## config.mk

```make
export PLATFORM = sky130hd
export DESIGN_NAME = uartprobe_host
export DESIGN_NICKNAME = d
export VERILOG_FILES = /design/src/rtl/uartprobe_host.sv
export SDC_FILE = /design/constraint.sdc
export NUM_CORES = 1
export LEC_CHECK = 0
export BUFFER_PORTS_ARGS = -buffer_cell sky130_fd_sc_hd__buf_2
export CORE_ASPECT_RATIO = 2
export CORE_UTILIZATION = 30
export CTS_BUF_LIST = sky130_fd_sc_hd__clkbuf_8
export DETAILED_ROUTE_END_ITERATION = 6
export GPL_ROUTABILITY_DRIVEN = 0
export SLEW_MARGIN = 25
export SYNTH_ARGS = -nofsm -noshare
export SYNTH_HDL_FRONTEND = slang
export SYNTH_SLANG_ARGS = --single-unit
```

## constraint.sdc

```tcl
create_clock -name clk -period 3.6 [get_ports clk]
set_clock_uncertainty 0.05 [all_clocks]
set_input_delay 0.18 -clock clk [delete_from_list [all_inputs] [get_ports clk]]
set_output_delay 0.18 -clock clk [all_outputs]
set_load 0.005 [all_outputs]
```

## src/rtl/uartprobe_host.sv

```systemverilog
// Host-side initiator for the UART probe byte protocol: serialises one GPI/GPO
// request into command/data bytes and assembles the probe's read replies.
module uartprobe_host #(
    parameter int unsigned RSP_TIMEOUT = 100000
) (
    input  logic        clk,
    input  logic        areset,
    input  logic        req_valid,
    output logic        req_ready,
    input  logic [1:0]  req_op,
    input  logic [31:0] req_wdata,
    output logic        rsp_valid,
    input  logic        rsp_ready,
    output logic [31:0] rsp_rdata,
    output logic        rsp_err,
    output logic        tx_valid,
    output logic [7:0]  tx_data,
    input  logic        tx_ready,
    input  logic        rx_valid,
    input  logic [7:0]  rx_data,
    output logic        rx_ready,
    output logic        rx_stray
);

    localparam int unsigned CNT_W = (RSP_TIMEOUT < 2) ? 1 : $clog2(RSP_TIMEOUT + 1);
    localparam logic [1:0] OP_WRITE = 2'b10;
    localparam logic [1:0] OP_RSVD  = 2'b11;

    typedef enum logic [2:0] {
        S_IDLE,
        S_SEND_CMD,
        S_SEND_DATA,
        S_WAIT_RSP,
        S_RESP
    } state_t;

    state_t             state;
    logic [1:0]         op;
    logic [31:0]        wdata;
    logic [1:0]         lane;
    logic [CNT_W-1:0]   cnt;

    assign rx_ready = 1'b1;

    function automatic logic [7:0] cmd_code(input logic [1:0] o, input logic [1:0] l);
        logic [7:0] base;
        case (o)
            2'b00:   base = 8'd2;
            2'b01:   base = 8'd6;
            default: base = 8'd10;
        endcase
        return base + {6'd0, l};
    endfunction

    function automatic logic [7:0] wr_byte(input logic [31:0] w, input logic [1:0] l);
        logic [7:0] b;
        case (l)
            2'd0:    b = w[7:0];
            2'd1:    b = w[15:8];
            2'd2:    b = w[23:16];
            default: b = w[31:24];
        endcase
        return b;
    endfunction

    always_ff @(posedge clk or posedge areset) begin
        if (areset) begin
            state     <= S_IDLE;
            op        <= 2'b00;
            wdata     <= 32'd0;
            lane      <= 2'd0;
            cnt       <= '0;
            req_ready <= 1'b1;
            rsp_valid <= 1'b0;
            rsp_rdata <= 32'd0;
            rsp_err   <= 1'b0;
            tx_valid  <= 1'b0;
            tx_data   <= 8'd0;
            rx_stray  <= 1'b0;
        end else begin
            // Only WAIT_RSP consumes probe bytes; anything else is flagged and dropped
            rx_stray <= rx_valid && (state != S_WAIT_RSP);
            case (state)
                S_IDLE: begin
                    if (req_valid) begin
                        op        <= req_op;
                        wdata     <= req_wdata;
                        lane      <= 2'd0;
                        rsp_rdata <= 32'd0;
                        req_ready <= 1'b0;
                        if (req_op == OP_RSVD) begin
                            state     <= S_RESP;
                            rsp_valid <= 1'b1;
                            rsp_err   <= 1'b1;
                        end else begin
                            state    <= S_SEND_CMD;
                            rsp_err  <= 1'b0;
                            tx_valid <= 1'b1;
                            tx_data  <= cmd_code(req_op, 2'd0);
                        end
                    end
                end
                S_SEND_CMD: begin
                    if (tx_ready) begin
                        if (op == OP_WRITE) begin
                            state   <= S_SEND_DATA;
                            tx_data <= wr_byte(wdata, lane);
                        end else begin
                            state    <= S_WAIT_RSP;
                            tx_valid <= 1'b0;
                            cnt      <= '0;
                        end
                    end
                end
                S_SEND_DATA: begin
                    if (tx_ready) begin
                        if (lane == 2'd3) begin
                            state     <= S_RESP;
                            tx_valid  <= 1'b0;
                            rsp_valid <= 1'b1;
                        end else begin
                            state   <= S_SEND_CMD;
                            lane    <= lane + 2'd1;
                            tx_data <= cmd_code(op, lane + 2'd1);
                        end
                    end
                end
                S_WAIT_RSP: begin
                    if (rx_valid) begin
                        // RD0 lands in the most significant byte
                        case (lane)
                            2'd0:    rsp_rdata[31:24] <= rx_data;
                            2'd1:    rsp_rdata[23:16] <= rx_data;
                            2'd2:    rsp_rdata[15:8]  <= rx_data;
                            default: rsp_rdata[7:0]   <= rx_data;
                        endcase
                        if (lane == 2'd3) begin
                            state     <= S_RESP;
                            rsp_valid <= 1'b1;
                        end else begin
                            state    <= S_SEND_CMD;
                            lane     <= lane + 2'd1;
                            tx_valid <= 1'b1;
                            tx_data  <= cmd_code(op, lane + 2'd1);
                        end
                    end else if ((RSP_TIMEOUT != 0) && (cnt == CNT_W'(RSP_TIMEOUT - 1))) begin
                        state     <= S_RESP;
                        rsp_valid <= 1'b1;
                        rsp_err   <= 1'b1;
                    end else if (cnt != '1) begin
                        cnt <= cnt + 1'b1;
                    end
                end
                S_RESP: begin
                    if (rsp_ready) begin
                        state     <= S_IDLE;
                        rsp_valid <= 1'b0;
                        req_ready <= 1'b1;
                    end
                end
                default: begin
                    state     <= S_IDLE;
                    req_ready <= 1'b1;
                    rsp_valid <= 1'b0;
                    tx_valid  <= 1'b0;
                end
            endcase
        end
    end

endmodule

```

==> summary.md, run 1 <==
| Metric | Value |
|---|---|
| Worst slew pin tran | 0.853 ns |
| Overall die width | around 93 um |
| Slowest CP cell | dfrtp_1 |
| Number of global-route vias before repair | about 3800 |
| Die span in y | roughly 180 um |
| Via total after detailed routing | around 3800 |
| Syn Nets | around 500 |
| CTS clk-pin slew, worst paths | about 0.1 ns |
| Setup total negative slack | 0 ns |
| Synthesized cell area | between 5000 and 6000 um^2 |
| Number of nets still failing antenna checks after routing | 0 |
| Max H-tree Level | 3 |
| Data required, critical path | between 3 and 4 ns |
| Kind of cell adding the most delay to the critical path | simple AND/OR/NAND/NOR gates |
| Normalized max-slew margin | 0.431 |
| Worst setup slack after placement | 0.863 ns |
| Max-cap violation count | 0 |
| Cell count after synthesis | approximately 430 |
| Share of the cycle needed by the critical path after routing | 0.769 |
| Hold/Removal Path Class | in2reg |
| Most instantiated library cell after synthesis | dfrtp_1 |
| Proportion of synthesized chip area in sequential cells | 0.505 |
| Arr. time, crit path | between 2 and 3 ns |
| Final hold viol count | 0 |
| Number of distinct standard cells referenced by the synthesized netlist | 62 |
| Cells along the critical path | ha_1 -> and4_1 -> and2_1 -> nand2_1 -> nor2_1 -> ha_1 -> nor2_1 -> nand2_1 -> a21oi_1 -> o21ai_1 -> mux2_2 |
| Routed length per instance | 16.9 um |
| Master cell of the clock root buffer | clkbuf_8 |
| Highest fanout seen on the critical path | 9 |
| Achievable clock frequency | 0.361 GHz |
| Ports placed on the boundary | 94 |
| Leakage power total | a little under 3 nW |
| Max Buffers Root-to-Sink | 2 |
| Post-synthesis cell type with the largest combined area | dfrtp_1 |
| Hold path startpoint | req_wdata[15] |
| Antenna Cells | 0 |
| Total Die Area | 17200 um^2 |
| Stage delay of the slowest cell on the critical path | approximately 0.41 ns |
| Clock period minus worst slack | roughly 2.8 ns |
| Minimum setup slack in the final design | around 0.83 ns |
| Crit path buffers/inverters | 0 |
| Share of async-settable or async-resettable flops after synthesis | 1.00 |
| List of most frequent post-synthesis cells | 100 x dfrtp_1, 77 x mux2_2, 32 x nor2_1 |
| TritonCTS buffer count | 9 |
| Count of flip-flops with a built-in enable after synthesis | 0 |
| Startpoint types | flip-flop |
| Total power per unit cell area | 776 nW/um^2 |
| Filler Cell Count | 1609 |
| Critical Path Start | cnt[0] |
| CTS Sinks | 101 |
| Antenna violations before repair | 0 |
| Via density | between 5 and 6 |
| Number of placed instances with taps included | between 700 and 800 |
| Final Routed Wirelength | around 13000 um |
| Total track usage | 0.150 |
| Syn-to-layout area delta | 22.9% |
| Net count, final | between 600 and 700 |
| Post-cts repair resize count | 0 |
| Port Buffer Count | slightly above 90 |
| Synth top area cells | dfrtp_1 50%, mux2_2 17%, o21ai_0 2.9% |
| Proportion of netlist area held by the largest area contributor | 0.500 |
| Status | completed |
| Worst Setup End Kind | flip-flop |
| Mean cell area of the mapped netlist | 11.5 um^2 |
| Wire length of the first global-routing pass | roughly 20000 um |
| Seq cells post-synth | 101 |
| Maximum number of pins on one net before global-route repair | 44 |
| Violation count after the first detailed-routing iteration | roughly 200 |
| Number of pins with negative max-slew slack in the final report | 0 |
| Proportion of layout cells with a drive suffix above 1 | 0.377 |
| Number of core rows | 66 |
| Placed wire-length estimate after detailed placement | 9360 um |
| Effective utilization at floorplan | 0.308 |
| Worst VDD drop | approximately 350 uV |
| Warnings from Yosys | 0 |
| Beginning of the worst register-to-register path | cnt[0] |
| Core ar. | between 15000 and 20000 um^2 |
| Router iterations before antenna repair | 5 |
| Primary FF master, synth | dfrtp_1 |
| Number of remaining DRC errors | 0 |
| Final Non-Filler Cells | roughly 760 |
| Post-layout power | around 4.8 mW |
| Unrepaired setup endpoints after global routing | false |
| Crit Path Class | reg2reg |
| Clock latency on the worst-skew pair | 0.36 ns |
| TritonCTS clock tree | yes |
| Global route overflow | 0 |
| # setup viols final | 0 |
layout by cell type (no fill, tap or decap), types with 8 or more instances in the layout:
cell type / synthesis / routed
a21oi_1: 22 / 22
a222oi_1: 8 / 8
nand3_1: 9 / 9
nor2_1: 32 / 32
buf_2: 12 / 92
and2_1: 13 / 13
nand2_1: 21 / 21
dlygate4sd3_1: 0 / 30
inv_1: 9 / 8
dfrtp_1: 100 / 100
clkbuf_8: 0 / 10
nor2b_1: 9 / 9
mux2_2: 77 / 77
o21ai_0: 29 / 29
stage by stage:
stage | utilization | hold slack, ns | area [um^2]
finish | 0.378 | 0.0234 | 6160
global route | 0.378 | 0.00203 | 6160
CTS | 0.378 | 0.00277 | 6160
detailed placement | 0.346 | 0.228 | 5640
global placement | 0.346 | 0.211 | 5640
floorplan | - | 0.282 | 5010
final cells by class:
cell class,instances,area (um^2),share of cell area
Sequential cell,101,2530,0.411
Multi-Input combinational cell,299,2310,0.375
Timing Repair Buffer,128,806,0.131
Tap cell,204,255,0.0415
Clock buffer,10,138,0.0224
Clock inverter,5,82.6,0.0134
Inverter,9,36.3,0.00589
final timing paths:
path,cells past startpoint,to,slack (ns)
setup reg to reg,11,cnt[0],0.83
hold / removal,2,wdata[15],0.02
min in group asynchronous,3,wdata[28],0.35
hold reg to reg,2,req_ready,0.42
max in group asynchronous,4,rsp_rdata[1],2.26
setup / recovery,11,cnt[0],0.83
sequential cells by signal, summed over array words and instances (netlist names):
name	flops
state	3
tx_valid	1
rx_stray	1
op	2
wdata	32
rsp_err	1
req_ready	1
rsp_rdata	32
tx_data	8
cnt	17
rsp_valid	1
lane	2
layer usage:
layer,vias up,routed length [um],track usage
met2,116,7040,0.281
li1,1800,-,-
met4,0,291,0.0585
met3,21,533,0.0289
met5,-,0,0
met1,1898,4900,0.161
cell families (layout without fill, tap and decap cells):
| kind of cell | after synthesis | count (layout) | share of synthesized area |
|---|---|---|---|
| XOR/XNOR | 2 | 2 | 0.00350 |
| buffers and inverters | 34 | 152 | 0.0340 |
| flip-flops | 101 | 101 | 0.505 |
| AND/OR/NAND/NOR | 117 | 117 | 0.133 |
| adder cells (fa/ha/maj) | 6 | 6 | 0.0150 |
| multiplexers | 79 | 79 | 0.178 |
| other | 1 | 1 | 0.000749 |
| AO/OA/AOI/OAI | 94 | 94 | 0.131 |
power breakdown:
group	switching (mW)	internal [mW]	leakage, nW	total [mW]
sequential	0.368	1.62	1.30	1.99
combinational	0.970	1.02	1.47	1.99
clock	0.389	0.410	0.113	0.799
repair_timing:
item	in CTS	in global routing
hold buffers	30	0
endpoints found under the hold margin	69	0
setup buffers	0	0
Note: power is estimated with default switching activity, not from simulation.
==> inputs of run 2 (changes only) <==
clock period = 2.3 ns   (was 3.6 ns; I/O delays follow)
==> run 2 against run 1 <==
  * Combinational power rose by 72%
  * Global-route usage rose by 0.84 points
  * Largest cell class unchanged
  * Sequential cell count did not move
  * Sequential share of layout area fell by 1.5 points
  * Highest routed layer unchanged
  * Worst setup slack got worse by 0.69 ns
  * First-iteration DRC count fell by 7.0%
  * Wire length rose by 5.3%
  * Register-to-register slack got worse by 0.69 ns
==> summary.md, run 2 (same netlist as run 1, synthesis figures left out) <==
| Metric | Value |
|---|---|
| Leakage power total | 2.98 nW |
| Placed wire-length estimate after detailed placement | approximately 9500 um |
| Commonest cells after routing, fill and taps aside | 99 x dfrtp_1, 92 x buf_2, 77 x mux2_2 |
| Arr. time, crit path | approximately 2.4 ns |
| Global route overflow | 0 |
| Max H-tree Level | 3 |
| Post-layout power | around 7.6 mW |
| Min-Delay Path Depth | 3 |
| Violation count after the first detailed-routing iteration | roughly 190 |
| Most common cell after layout, fill and taps aside | dfrtp_1 |
| Startpoint types | flip-flop |
| Placement Cell Area | 5780 um^2 |
| Number of nets still failing antenna checks after routing | 0 |
| Wire length of the first global-routing pass | 20600 um |
| Clock latency on the worst-skew pair | 0.36 ns |
| Status | completed |
| Cell depth of the worst flop-to-flop path | 11 |
| Clock period minus worst slack | about 2.2 ns |
| Overall die width | 93.4 um |
| Setup total negative slack | 0 ns |
| Unrepaired setup endpoints after global routing | false |
| Die span in y | around 180 um |
| Worst slew pin tran | 0.540 ns |
| Router iterations before antenna repair | 5 |
| Number of placed instances with taps included | between 700 and 800 |
| Effective utilization at floorplan | 0.308 |
| Share of the core filled with cells in the final layout | 0.393 |
| TritonCTS clock tree | yes |
| Routed length per instance | around 17 um |
| Master cell of the clock root buffer | clkbuf_8 |
| Final Cell Area | between 6000 and 7000 um^2 |
| Core ar. | between 15000 and 20000 um^2 |
| Via total after detailed routing | between 3000 and 4000 |
| Hold WS | 0.0615 ns |
| Total track usage | 0.158 |
| Filler Cell Count | 1597 |
| Normalized max-slew margin | 0.635 |
| Worst Setup End Kind | flip-flop |
| Achievable clock frequency | between 0.4 and 0.5 GHz |
| Total power per unit cell area | 1180 nW/um^2 |
| Worst setup slack after placement | -0.0519 ns |
| TritonCTS buffer count | 9 |
| # setup viols final | 0 |
| Via density | between 5 and 6 |
| Number of global-route vias before repair | roughly 4000 |
| CTS clk-pin slew, worst paths | ~0.1 ns |
| Share of the cycle needed by the critical path after routing | 0.938 |
| Regs by FF count | rsp_rdata: 32 flops, wdata: 32 flops, cnt: 17 flops |
| Syn-to-layout area delta | 27.6% |
| Data required, critical path | between 2 and 3 ns |
| Maximum number of pins on one net before global-route repair | slightly above 100 |
| Total Die Area | between 15000 and 20000 um^2 |
| Max Buffers Root-to-Sink | 2 |
| Max-cap violation count | 0 |
| Ports placed on the boundary | between 90 and 100 |
| Number of core rows | 66 |
| Number of remaining DRC errors | 0 |
| Net count, final | 625 |
| Final Routed Wirelength | 13400 um |
| Port Buffer Count | 92 |
| Antenna violations before repair | 1 |
| Number of pins with negative max-slew slack in the final report | 0 |
| Worst VDD drop | around 430 uV |
| Highest fanout seen on the critical path | 7 |
| Hold/Removal Path Class | in2reg |
| Register Area | 2530 um^2 |
| CTS Sinks | between 100 and 150 |
| Minimum setup slack in the final design | 0.142 ns |
| Final Non-Filler Cells | between 700 and 800 |
| Crit Path Class | reg2reg |
| Proportion of layout cells with a drive suffix above 1 | 0.417 |
| Multi-input combinational cell area | approximately 2400 um^2 |
| Final hold viol count | 0 |
run 2: worst paths after layout:
path	from	endpoint	slack, ns
min reg2reg	req_ready	req_ready	0.42
max	cnt[1]	cnt[9]	0.14
min in group asynchronous	areset	tx_valid	0.39
max in group asynchronous	areset	cnt[9]	1.37
min	tx_ready	state[1]	0.06
max reg2reg	cnt[1]	cnt[9]	0.14
run 2: worst max-delay path, cell delays in order, from the launching register on:
cell and delay, ns:
dfrtp_1 0.41, ha_2 0.20, and4_4 0.19, and2_4 0.13
nand2_1 0.06, nor2_1 0.04, ha_2 0.20, nor2_2 0.11
nand2_2 0.09, a21o_2 0.29, o21ai_0 0.17, o21ai_0 0.10
run 2: final cells by class:
cell class / instances / share of cell area
Sequential cell: 101 / 0.396
Multi-Input combinational cell: 300 / 0.371
Timing Repair Buffer: 150 / 0.158
Tap cell: 204 / 0.0399
Clock buffer: 10 / 0.0215
Clock inverter: 6 / 0.00803
Inverter: 9 / 0.00587
Antenna cell: 1 / 0.000392
run 2: timing repair:
action	4_1_cts	5_1_grt
cloned	0	1
setup endpoints to repair	8	17
hold buffers	35	0
resized for setup	3	9
pin swaps	0	2
hold endpoints to repair	134	0
setup buffers	0	3
run 2: layer usage:
layer  vias up  share of wire  global-route usage
met2        99           0.57               0.305
met1      1944           0.37               0.157
met4         0          0.030              0.0794
met5         -              0                   0
met3        22          0.033              0.0264
li1       1857              -                   -
run 2: power breakdown:
group          internal (mW)  total, mW  leakage [nW]  switching [mW]
Combinational           1.75       3.43          1.60            1.67
Sequential              2.54       3.03          1.30           0.487
Clock                  0.439       1.10        0.0875           0.662
==> inputs of run 3 (changes only) <==
REMOVE_ABC_BUFFERS = 1   (was not set)
==> run 3 against run 2 <==
  * Sequential power barely moved
  * Maximum frequency fell by 1.4%
  * Worst hold slack got worse by 0.023 ns
  * First-iteration DRC count rose by 18%
  * Via count rose by 1.6%
  * Critical path type unchanged
  * Largest cell class unchanged
==> summary.md, run 3 (same netlist as run 1, synthesis figures left out) <==
| Metric | Value |
|---|---|
| Hold WS | roughly 0.038 ns |
| Capture instance of the worst register-to-register path | cnt[10] |
| # setup viols final | 0 |
| Via density | between 5 and 6 |
| Worst VDD drop | between 400 and 500 uV |
| Max H-tree Level | 3 |
| Maximum number of pins on one net before global-route repair | 52 |
| Met3 global-route usage | 0.0210 |
| Number of core rows | 66 |
| Clock period minus worst slack | 2.19 ns |
| Worst slew pin tran | around 0.50 ns |
| TritonCTS buffer count | 9 |
| Proportion of layout cells with a drive suffix above 1 | 0.417 |
| Commonest cells after routing, fill and taps aside | 98 x dfrtp_1, 92 x buf_2, 77 x mux2_2 |
| Hold/Removal Path Class | in2reg |
| Final hold viol count | 0 |
| Net Sw Power | roughly 2.8 mW |
| Normalized max-slew margin | 0.664 |
| Overall die width | a little over 90 um |
| Total power per unit cell area | 1170 nW/um^2 |
| Worst Setup End Kind | flip-flop |
| Sequential Power Share | 0.402 |
| Max Buffers Root-to-Sink | 2 |
| Hold path startpoint | tx_ready |
| Fraction of power spent switching nets | 0.375 |
| Router iterations before antenna repair | 5 |
| TritonCTS clock tree | yes |
| Total track usage | 0.161 |
| Routed length per instance | approximately 17 um |
| Share of total power in the clock network | 0.144 |
| Setup total negative slack | 0 ns |
| M2 GR Usage | 0.301 |
| Total Die Area | around 17000 um^2 |
| Leakage power total | 3.02 nW |
| Crit Path Class | reg2reg |
| Number of global-route vias before repair | ~4000 |
| Master cell of the clock root buffer | clkbuf_8 |
| Number of pins with negative max-slew slack in the final report | 0 |
| Number of nets still failing antenna checks after routing | 0 |
| Ports placed on the boundary | 94 |
| Achievable clock frequency | ~0.46 GHz |
| Top Usage Layer GRT | met2 |
| Via total after detailed routing | roughly 4000 |
| Arr. time, crit path | around 2.4 ns |
| Combinational group share of total power | 0.454 |
| Net count, final | roughly 630 |
| Die span in y | approximately 180 um |
| Syn-to-layout area delta | 28.0% |
| Min-Delay Path Depth | 3 |
| Wire length of the first global-routing pass | between 20000 and 25000 um |
| CTS clk-pin slew, worst paths | 0.10 ns |
| Data required, critical path | between 2 and 3 ns |
| Hold EP | state[1] |
| Port Buffer Count | 92 |
| Final Routed Wirelength | approximately 14000 um |
| Clock latency on the worst-skew pair | 0.38 ns |
| Post-CTS setup repair buffer count | 0 |
| Placed wire-length estimate after detailed placement | 9730 um |
| Share of the core filled with cells in the final layout | 0.394 |
| Internal power summed over all cells | ~4.7 mW |
| Antenna violations before repair | 0 |
| Cell depth of the worst flop-to-flop path | 10 |
| Highest fanout seen on the critical path | 7 |
| Final Non-Filler Cells | between 700 and 800 |
| Post-layout power | about 7.5 mW |
| Core ar. | about 16000 um^2 |
| Global route overflow | 0 |
| Max-cap violation count | 0 |
| Status | completed |
| Effective utilization at floorplan | 0.308 |
| Number of remaining DRC errors | 0 |
| CTS Sinks | roughly 100 |
| Regs by FF count | rsp_rdata: 32 flops, wdata: 32 flops, cnt: 17 flops |
| Fraction of met1 tracks used by global routing | 0.169 |
| Beginning of the worst register-to-register path | cnt[1] |
| Number of placed instances with taps included | 730 |
| Share of the cycle needed by the critical path after routing | 0.951 |
| Violation count after the first detailed-routing iteration | 220 |
| Startpoint types | flip-flop |
| R2r setup slk | between 0.1 and 0.15 ns |
| Most common cell after layout, fill and taps aside | dfrtp_1 |
[run 3: how the worst max path moves through the flow]
stage | to | cells after the start | slack (ns) | startpoint
floorplan | cnt[0] | 1 | -0.51 | areset
global placement | cnt[6] | 10 | 0.05 | cnt[0]
detailed placement | cnt[6] | 10 | -0.03 | cnt[1]
CTS | cnt[10] | 10 | 0.03 | cnt[1]
global route | cnt[4] | 11 | -0.004 | cnt[11]
finish | cnt[10] | 10 | 0.11 | cnt[1]
[run 3: power by group through the flow]
stage	combinational [mW]	clock, mW	sequential, mW
after global routing	3.76	1.18	3.11
after floorplan	2.05	0	3.06
final	3.41	1.08	3.03
after CTS	3.40	1.12	3.03
after global placement	3.26	0	3.03
after detailed placement	3.33	0	3.06
[run 3: final cells by class]
| class | count | area, um^2 |
|---|---|---|
| diodes | 1 | 2.50 |
| clock buffers | 10 | 138 |
| clock inverters | 6 | 47.5 |
| fillers | 1568 | 9860 |
| inverters | 9 | 36.3 |
| multi-input cells | 300 | 2390 |
| flip-flops and latches | 101 | 2530 |
| well taps | 204 | 255 |
| repair buffers | 152 | 1010 |
[run 3: critical path, cell delays in order (launching register included)]
cell,delay [ns]
dfrtp_1,0.41
ha_1,0.19
and4_1,0.21
and2_1,0.15
nand2_1,0.06
nor2_1,0.04
ha_2,0.20
nor2_2,0.09
nand2_2,0.09
a21o_4,0.29
o41ai_4,0.31
[run 3: timing repair]
| action | in CTS | in global routing |
|---|---|---|
| setup endpoints to repair | 2 | 16 |
| resized for setup | 2 | 18 |
| cloned | 0 | 1 |
| hold buffers | 35 | 0 |
| hold endpoints to repair | 57 | 0 |
| pin swaps | 0 | 4 |
[run 3: metal layers]
| layer | wire, um | vias to the layer above |
|---|---|---|
| met4 | 487 | 0 |
| met5 | 0 | - |
| li1 | - | 1856 |
| met1 | 4930 | 1989 |
| met2 | 7780 | 103 |
| met3 | 394 | 36 |
[run 3: stage by stage]
step	instance area [um^2]	setup slack (ns)
6_report	6410	0.112
5_1_grt	6410	-0.00426
4_1_cts	6330	0.0327
3_5_place_dp	5790	-0.0337
3_3_place_gp	5790	0.0458
2_1_floorplan	4870	-0.510
